$ cat src/rtl/uart_rx_8n1.sv
// rtl/uart_rx_8n1.sv - 8N1 UART receiver with valid/ready byte output and error pulses
module uart_rx_8n1 #(
  parameter int CLKS_PER_BIT = 868,
  parameter int CNT_W        = 10
) (
  input  logic       clk,
  input  logic       rst,
  input  logic       rx,
  output logic [7:0] rx_data,
  output logic       rx_valid,
  input  logic       rx_ready,
  output logic       frame_err,
  output logic       overrun
);

  localparam logic [CNT_W-1:0] HALF_CNT = CNT_W'(CLKS_PER_BIT / 2);
  localparam logic [CNT_W-1:0] BIT_LAST = CNT_W'(CLKS_PER_BIT - 1);
  localparam logic [CNT_W-1:0] CNT_ONE  = CNT_W'(1);

  typedef enum logic [1:0] {
    IDLE  = 2'd0,
    START = 2'd1,
    DATA  = 2'd2,
    STOP  = 2'd3
  } state_t;

  state_t           state;
  logic [CNT_W-1:0] cnt;
  logic [2:0]       idx;
  logic [7:0]       shift;
  logic             rx_m;
  logic             rx_s;

  // Two-flop synchronizer for the asynchronous pin; idles high like the line.
  always_ff @(posedge clk) begin
    if (rst) begin
      rx_m <= 1'b1;
      rx_s <= 1'b1;
    end else begin
      rx_m <= rx;
      rx_s <= rx_m;
    end
  end

  // Frame FSM plus output register, handshake and error pulses.
  always_ff @(posedge clk) begin
    if (rst) begin
      state     <= IDLE;
      cnt       <= '0;
      idx       <= 3'd0;
      shift     <= 8'h00;
      rx_data   <= 8'h00;
      rx_valid  <= 1'b0;
      frame_err <= 1'b0;
      overrun   <= 1'b0;
    end else begin
      frame_err <= 1'b0;
      overrun   <= 1'b0;
      if (rx_valid && rx_ready) begin
        rx_valid <= 1'b0;
      end

      case (state)
        IDLE: begin
          if (!rx_s) begin
            state <= START;
            cnt   <= '0;
          end
        end

        // Decision lands HALF cycles after START is entered, i.e. mid start bit
        // relative to the detected edge; every later sample is one bit apart.
        START: begin
          if (cnt == HALF_CNT) begin
            cnt <= '0;
            idx <= 3'd0;
            if (!rx_s) begin
              state <= DATA;
            end else begin
              state <= IDLE;
            end
          end else begin
            cnt <= cnt + CNT_ONE;
          end
        end

        DATA: begin
          if (cnt == BIT_LAST) begin
            cnt   <= '0;
            shift <= {rx_s, shift[7:1]};
            idx   <= idx + 3'd1;
            if (idx == 3'd7) begin
              state <= STOP;
            end
          end else begin
            cnt <= cnt + CNT_ONE;
          end
        end

        // Leave at mid stop bit so a following start edge can be caught with no gap.
        STOP: begin
          if (cnt == BIT_LAST) begin
            cnt   <= '0;
            state <= IDLE;
            if (rx_s) begin
              rx_data  <= shift;
              rx_valid <= 1'b1;
              overrun  <= rx_valid && !rx_ready;
            end else begin
              frame_err <= 1'b1;
            end
          end else begin
            cnt <= cnt + CNT_ONE;
          end
        end

        default: begin
          state <= IDLE;
        end
      endcase
    end
  end

endmodule

$ cat config.mk
export PLATFORM = sky130hd
export DESIGN_NAME = uart_rx_8n1
export DESIGN_NICKNAME = d
export VERILOG_FILES = /design/src/rtl/uart_rx_8n1.sv
export SDC_FILE = /design/constraint.sdc
export NUM_CORES = 1
export LEC_CHECK = 0
export CORE_ASPECT_RATIO = 0.6
export CORE_MARGIN = 2
export CORE_UTILIZATION = 31
export CTS_CLUSTER_DIAMETER = 50
export DETAILED_ROUTE_END_ITERATION = 10
export PLACE_DENSITY_LB_ADDON = 0.12
export SLEW_MARGIN = 20
export SYNTH_ARGS = -nofsm -noshare
export SYNTH_HDL_FRONTEND = slang
export SYNTH_SLANG_ARGS = --single-unit
$ cat constraint.sdc
create_clock -name clk -period 1.5 [get_ports clk]
set_input_delay 0.45 -clock clk [delete_from_list [all_inputs] [get_ports clk]]
set_output_delay 0.45 -clock clk [all_outputs]
set_load 0.05 [all_outputs]
# After elaboration in Yosys (flattened, before gate mapping)

Cells that the tools add are included.

Register bits after elaboration: 36

Muxes and demuxes: 19
$add $sub $neg: 2
Reduce and logical (&&, ||, !) cells: 12
Bitwise operators: 3
Equal/unequal tests: 11

Operators by type and width:

| cell                                                              | number |
|---|---|
| 10-bit 2-to-1 mux                                                 | 3 |
| 10-bit one-hot mux with 3 select lines                            | 1 |
| 2-bit 2-to-1 mux                                                  | 6 |
| 10-bit by 1-bit adder with 10-bit output (second input constant)  | 1 |
| 10-bit == test (second input constant)                            | 1 |
| 10-bit by 9-bit == test with 1-bit output (second input constant) | 1 |
| 2-bit inequality test (second input constant)                     | 5 |
| 2-bit one-hot mux with 4 select lines                             | 1 |
| 3-bit 2-to-1 mux                                                  | 2 |
| 3-bit one-hot mux with 2 select lines                             | 1 |
| 3-bit AND reduction                                               | 2 |
| 1-bit 2-to-1 mux                                                  | 5 |
| 5-bit AND reduction                                               | 1 |
| 2-bit == test (second input constant)                             | 2 |
| 4-bit OR reduction                                                | 1 |
| 3-bit by 1-bit adder with 3-bit output (second input constant)    | 1 |
| 3-bit == test (second input constant)                             | 1 |
| 1-bit NOT                                                         | 3 |
| 3-bit OR reduction                                                | 1 |
| 2-bit by 1-bit == test with 1-bit output (second input constant)  | 1 |
| 1-bit logical AND                                                 | 2 |
| 2-bit logical NOT                                                 | 1 |
| 2-bit AND reduction                                               | 1 |
| 2-bit nonzero test                                                | 1 |
| 2 further kinds                                                   | 2 |

# Logic depth before layout (Yosys ltp)

Depth after elaboration: 5
Mapped depth: 7

# Worst setup path before layout

No wires, ideal clock.

Kind: reg2reg
Start: register cnt[1]
End: register rx_data[0]
Library setup time: 0.072 ns
Data required time: 1.428 ns
Path slack: -0.146 ns
Buffers on the path: 1
Period minus slack after synthesis: 1.646 ns
Cell stages (with the launch flop): 7
Arrival: 1.574 ns
Cells stage by stage: dfxtp_1 -> ha_1 -> nor2b_1 -> and3_4 -> and4_1 -> buf_6 -> mux2i_1

Longest elaborated chain between the ends: 2

Ends and longest elaborated chain:

| what                          | line | RTL |
|---|---|---|
| start, declared               | 28   | `logic [CNT_W-1:0] cnt;` |
| start signal, assigned        | 83   | `cnt <= cnt + CNT_ONE;` |
| start signal, assigned        | 96   | `cnt <= cnt + CNT_ONE;` |
| start signal, assigned        | 113  | `cnt <= cnt + CNT_ONE;` |
| 10-bit == test                | 102  | `if (cnt == BIT_LAST) begin` |
| 3-bit AND reduction (no line) | -    |  |
| end signal, assigned          | 106  | `rx_data <= shift;` |
| end, declared                 | 9    | `output logic [7:0] rx_data,` |

No other way between the ends.
A chain may end at the register's enable or synchronous reset.

==> qor.csv <==
metric,value,unit
synth top area cells,"dfxtp_1 (41%), mux2i_1 (11%), nand2b_1 (7.1%)",
Hold Startpoint,rx_m$_SDFF_PP1_,
Wirelength per Cell,13.4,microns
status,finished with violations,
ys async rst share,0,%
Synth Warn #,0,
failing checks,negative setup slack,
largest net degree at the start of global routing,39,
fin cells,312,
hold path endpoint,rx_s$_SDFF_PP1_,
WL final,4.19,mm
first-pass GRT wire length,6.93,mm
Setup WS pre-CTS,-184,ps
hold path depth,1,
hold crit path type,reg -> reg,
Startpoint Class,flop,
Nets,239,
core footprint,5540,sq um
Leak Pwr,0.944,nW
top_reg_cell synth,dfxtp_1,
post-synthesis sequential area ratio,40.7,%
maximum fanout along the worst path,4,
Starting Density,31.9,%
adder-cell share of the synthesized area,2.83,%
synth unique cells,42,
"Core Util, Final",46.6,%
PnR worst setup slack,-108,ps
# rows,21,
Skew-Pair Late Insertion Delay,290,ps
setup TNS,-1120,ps
Worst R2R Setup Slack,-110,ps
Fillers,512,
Critical Path RT,1720,ps
area share of the largest cell type after synthesis,40.7,%
hold-fix buffer count after cts,0,
port bufs,14,
Tightest Pin Transition,470,ps
CP endpoint kind,flop,
largest family of logic cells by synthesized area,simple AND/OR/NAND/NOR gates,
Mapped Cells,193,
clk buf depth,2,
Rel. slew slack,68.7,%
vias in the first global route,1409,
Clock Sinks,36,
synthesis-to-layout area growth,46.0,%
CTS tree,yes,
final worst path period need,1610,ps
Yosys top cell by area,dfxtp_1,
Inserted Diodes,0,
Critical Path AT,1830,ps
Final Cycle Share,107,%
cts bufs inserted,5,
setup violators final,18,
gr usage total,14.2,%
Seq cells post-synth,36,
Final Wtd Congestion,0.821,
Synth Area in Simple Gates,28.0,%
synthesized cell area,1770,sq um
post-detail-place hpwl,3.04,mm
multiplexer area fraction after synthesis,10.7,%
clk slew on worst S/H paths,70,ps
vias per inst,4.72,
Syn Area/Cell,9.17,sq um
final count of hold timing violations,0,
CP Class,reg -> reg,
DR iter-0 viols,72,
PwrDens,740,nW/um^2
syn_nets,201,
layout cells sized above 1,31.9,%
Clock Skews,5.97,ps
RSZ-0062 raised after global routing,yes,
die height,62.5,microns
Final Max Slew Viols,0,
Remaining DRCs,0,
maxcap violations,0,
xor/xnor share of the synthesized area,0,%
root buf cell,clkbuf_8,
"EDFF count, synth",0,
drt pass-1 iters,4,
post-synthesis compound-gate area fraction,12.8,%
H-Tree Depth,2,
post-route ant nets,0,
Die Span X,102,microns
R2R depth,7,
vias post-DR,1474,
Fmax,622,MHz
Placed Cells incl. Taps,302,
Max VDD drop,0.470,mV
num ports,15,
Reg-to-Reg Start,cnt[0]$_SDFFE_PP0P_,
DIE AREA,6350,sq um
antenna violations before repair,0,
total grt overflow,0,
## flip-flops by register name (all words and copies together) (netlist names), named ones only
signal	count
state	1
rx_s	1
rx_data	8
idx	3
shift	8
overrun	1
rx_m	1
frame_err	1
rx_valid	1
cnt	10
## cells by family (layout without fill, tap and decap cells)
kind of cell	Yosys count	count (layout)
muxes	19	19
adders and majority gates	4	4
DFF	36	36
AOI/OAI and AO/OA	34	34
and+or+nand+nor	83	83
buffers and inverters	17	56
## where the power goes
group,total [W],leakage (nW),internal (W),switching (W)
Clock,0.000840,0.0552,0.000493,0.000346
Sequential,0.000966,0.292,0.000959,0.00000668
Combinational,0.000107,0.597,0.0000570,0.0000504
## cell type report
| cell class | count | area [sq um] | area share, % |
|---|---|---|---|
| clock buffer | 6 | 72.6 | 2.81 |
| timing repair buffer | 44 | 558 | 21.6 |
| inverter | 4 | 17.5 | 0.678 |
| sequential | 36 | 728 | 28.2 |
| tap | 80 | 100 | 3.87 |
| clock inverter | 2 | 35.0 | 1.36 |
| multi-input combinational | 140 | 1070 | 41.5 |
## how the worst max path moves through the flow
stage | depth (start not counted) | slack, ps | end | start
floorplan | 6 | -10 | rx_data[0]$_SDFFE_PP0P_ | cnt[2]$_SDFFE_PP0P_
global placement | 8 | -120 | idx[2]$_SDFFE_PP0P_ | cnt[0]$_SDFFE_PP0P_
detailed placement | 7 | -180 | cnt[4]$_SDFFE_PP0P_ | cnt[0]$_SDFFE_PP0P_
CTS | 8 | -110 | idx[0]$_SDFFE_PP0P_ | cnt[0]$_SDFFE_PP0P_
global route | 8 | -150 | idx[0]$_SDFFE_PP0P_ | cnt[0]$_SDFFE_PP0P_
finish | 7 | -110 | flop | cnt[0]$_SDFFE_PP0P_
## per-layer routing
metal / up-vias / GRT usage (%) / part of all wire [%]
met5: - / 0 / 0
met4: 0 / 4.56 / 1.6
met3: 7 / 4.70 / 4.4
met2: 21 / 18.3 / 41
met1: 682 / 21.8 / 53
li1: 764 / - / -
## metrics by stage
stage / total power [W] / instance area (sq um) / hold slack, ps
final: 0.00191 / 2580 / 410
after global routing: 0.00200 / 2580 / 435
after CTS: 0.00195 / 2550 / 414
after detailed placement: 0.00108 / 2350 / 394
after global placement: 0.00108 / 2350 / 395
after floorplan: 0.00104 / 1800 / 389
## cell usage after synthesis (6+ instances only)
master,n
dfxtp_1,36
nand2b_1,20
mux2i_1,19
nor2_1,13
a21oi_1,11
nand2_1,10
nand3_1,7
clkbuf_1,6
nor3_1,6
o22ai_1,6
## what timing repair did
action / in CTS / in global routing
gates resized for setup: 13 / 7
setup buffers: 2 / 0
endpoints found under the setup margin: 22 / 31
pin swaps: 17 / 12
## cells in the final DEF, fill, tap and decap left out, drive strengths merged, types with 2 or more instances in the layout
master	count
nor3	6
o21bai	2
ha	4
nand4	3
a31oi	2
mux2i	19
nand3	7
inv	4
or2	2
nor2	13
clkbuf	6
a21boi	3
clkdlybuf4s50	3
o22ai	6
nand3b	2
nand2	10
and3	3
dfxtp	36
and2	2
nor3b	3
o21ai	3
nand2b	20
a21oi	11
and4	4
nor2b	4
buf	41
## worst max-delay path: stages (launching register included)
cell,delay [ps]
dfxtp_4,370
inv_4,60
ha_4,110
and4bb_4,270
buf_6,100
nand3_1,80
or4_1,420
a21oi_2,130
Note: power is estimated with default switching activity, not from simulation.
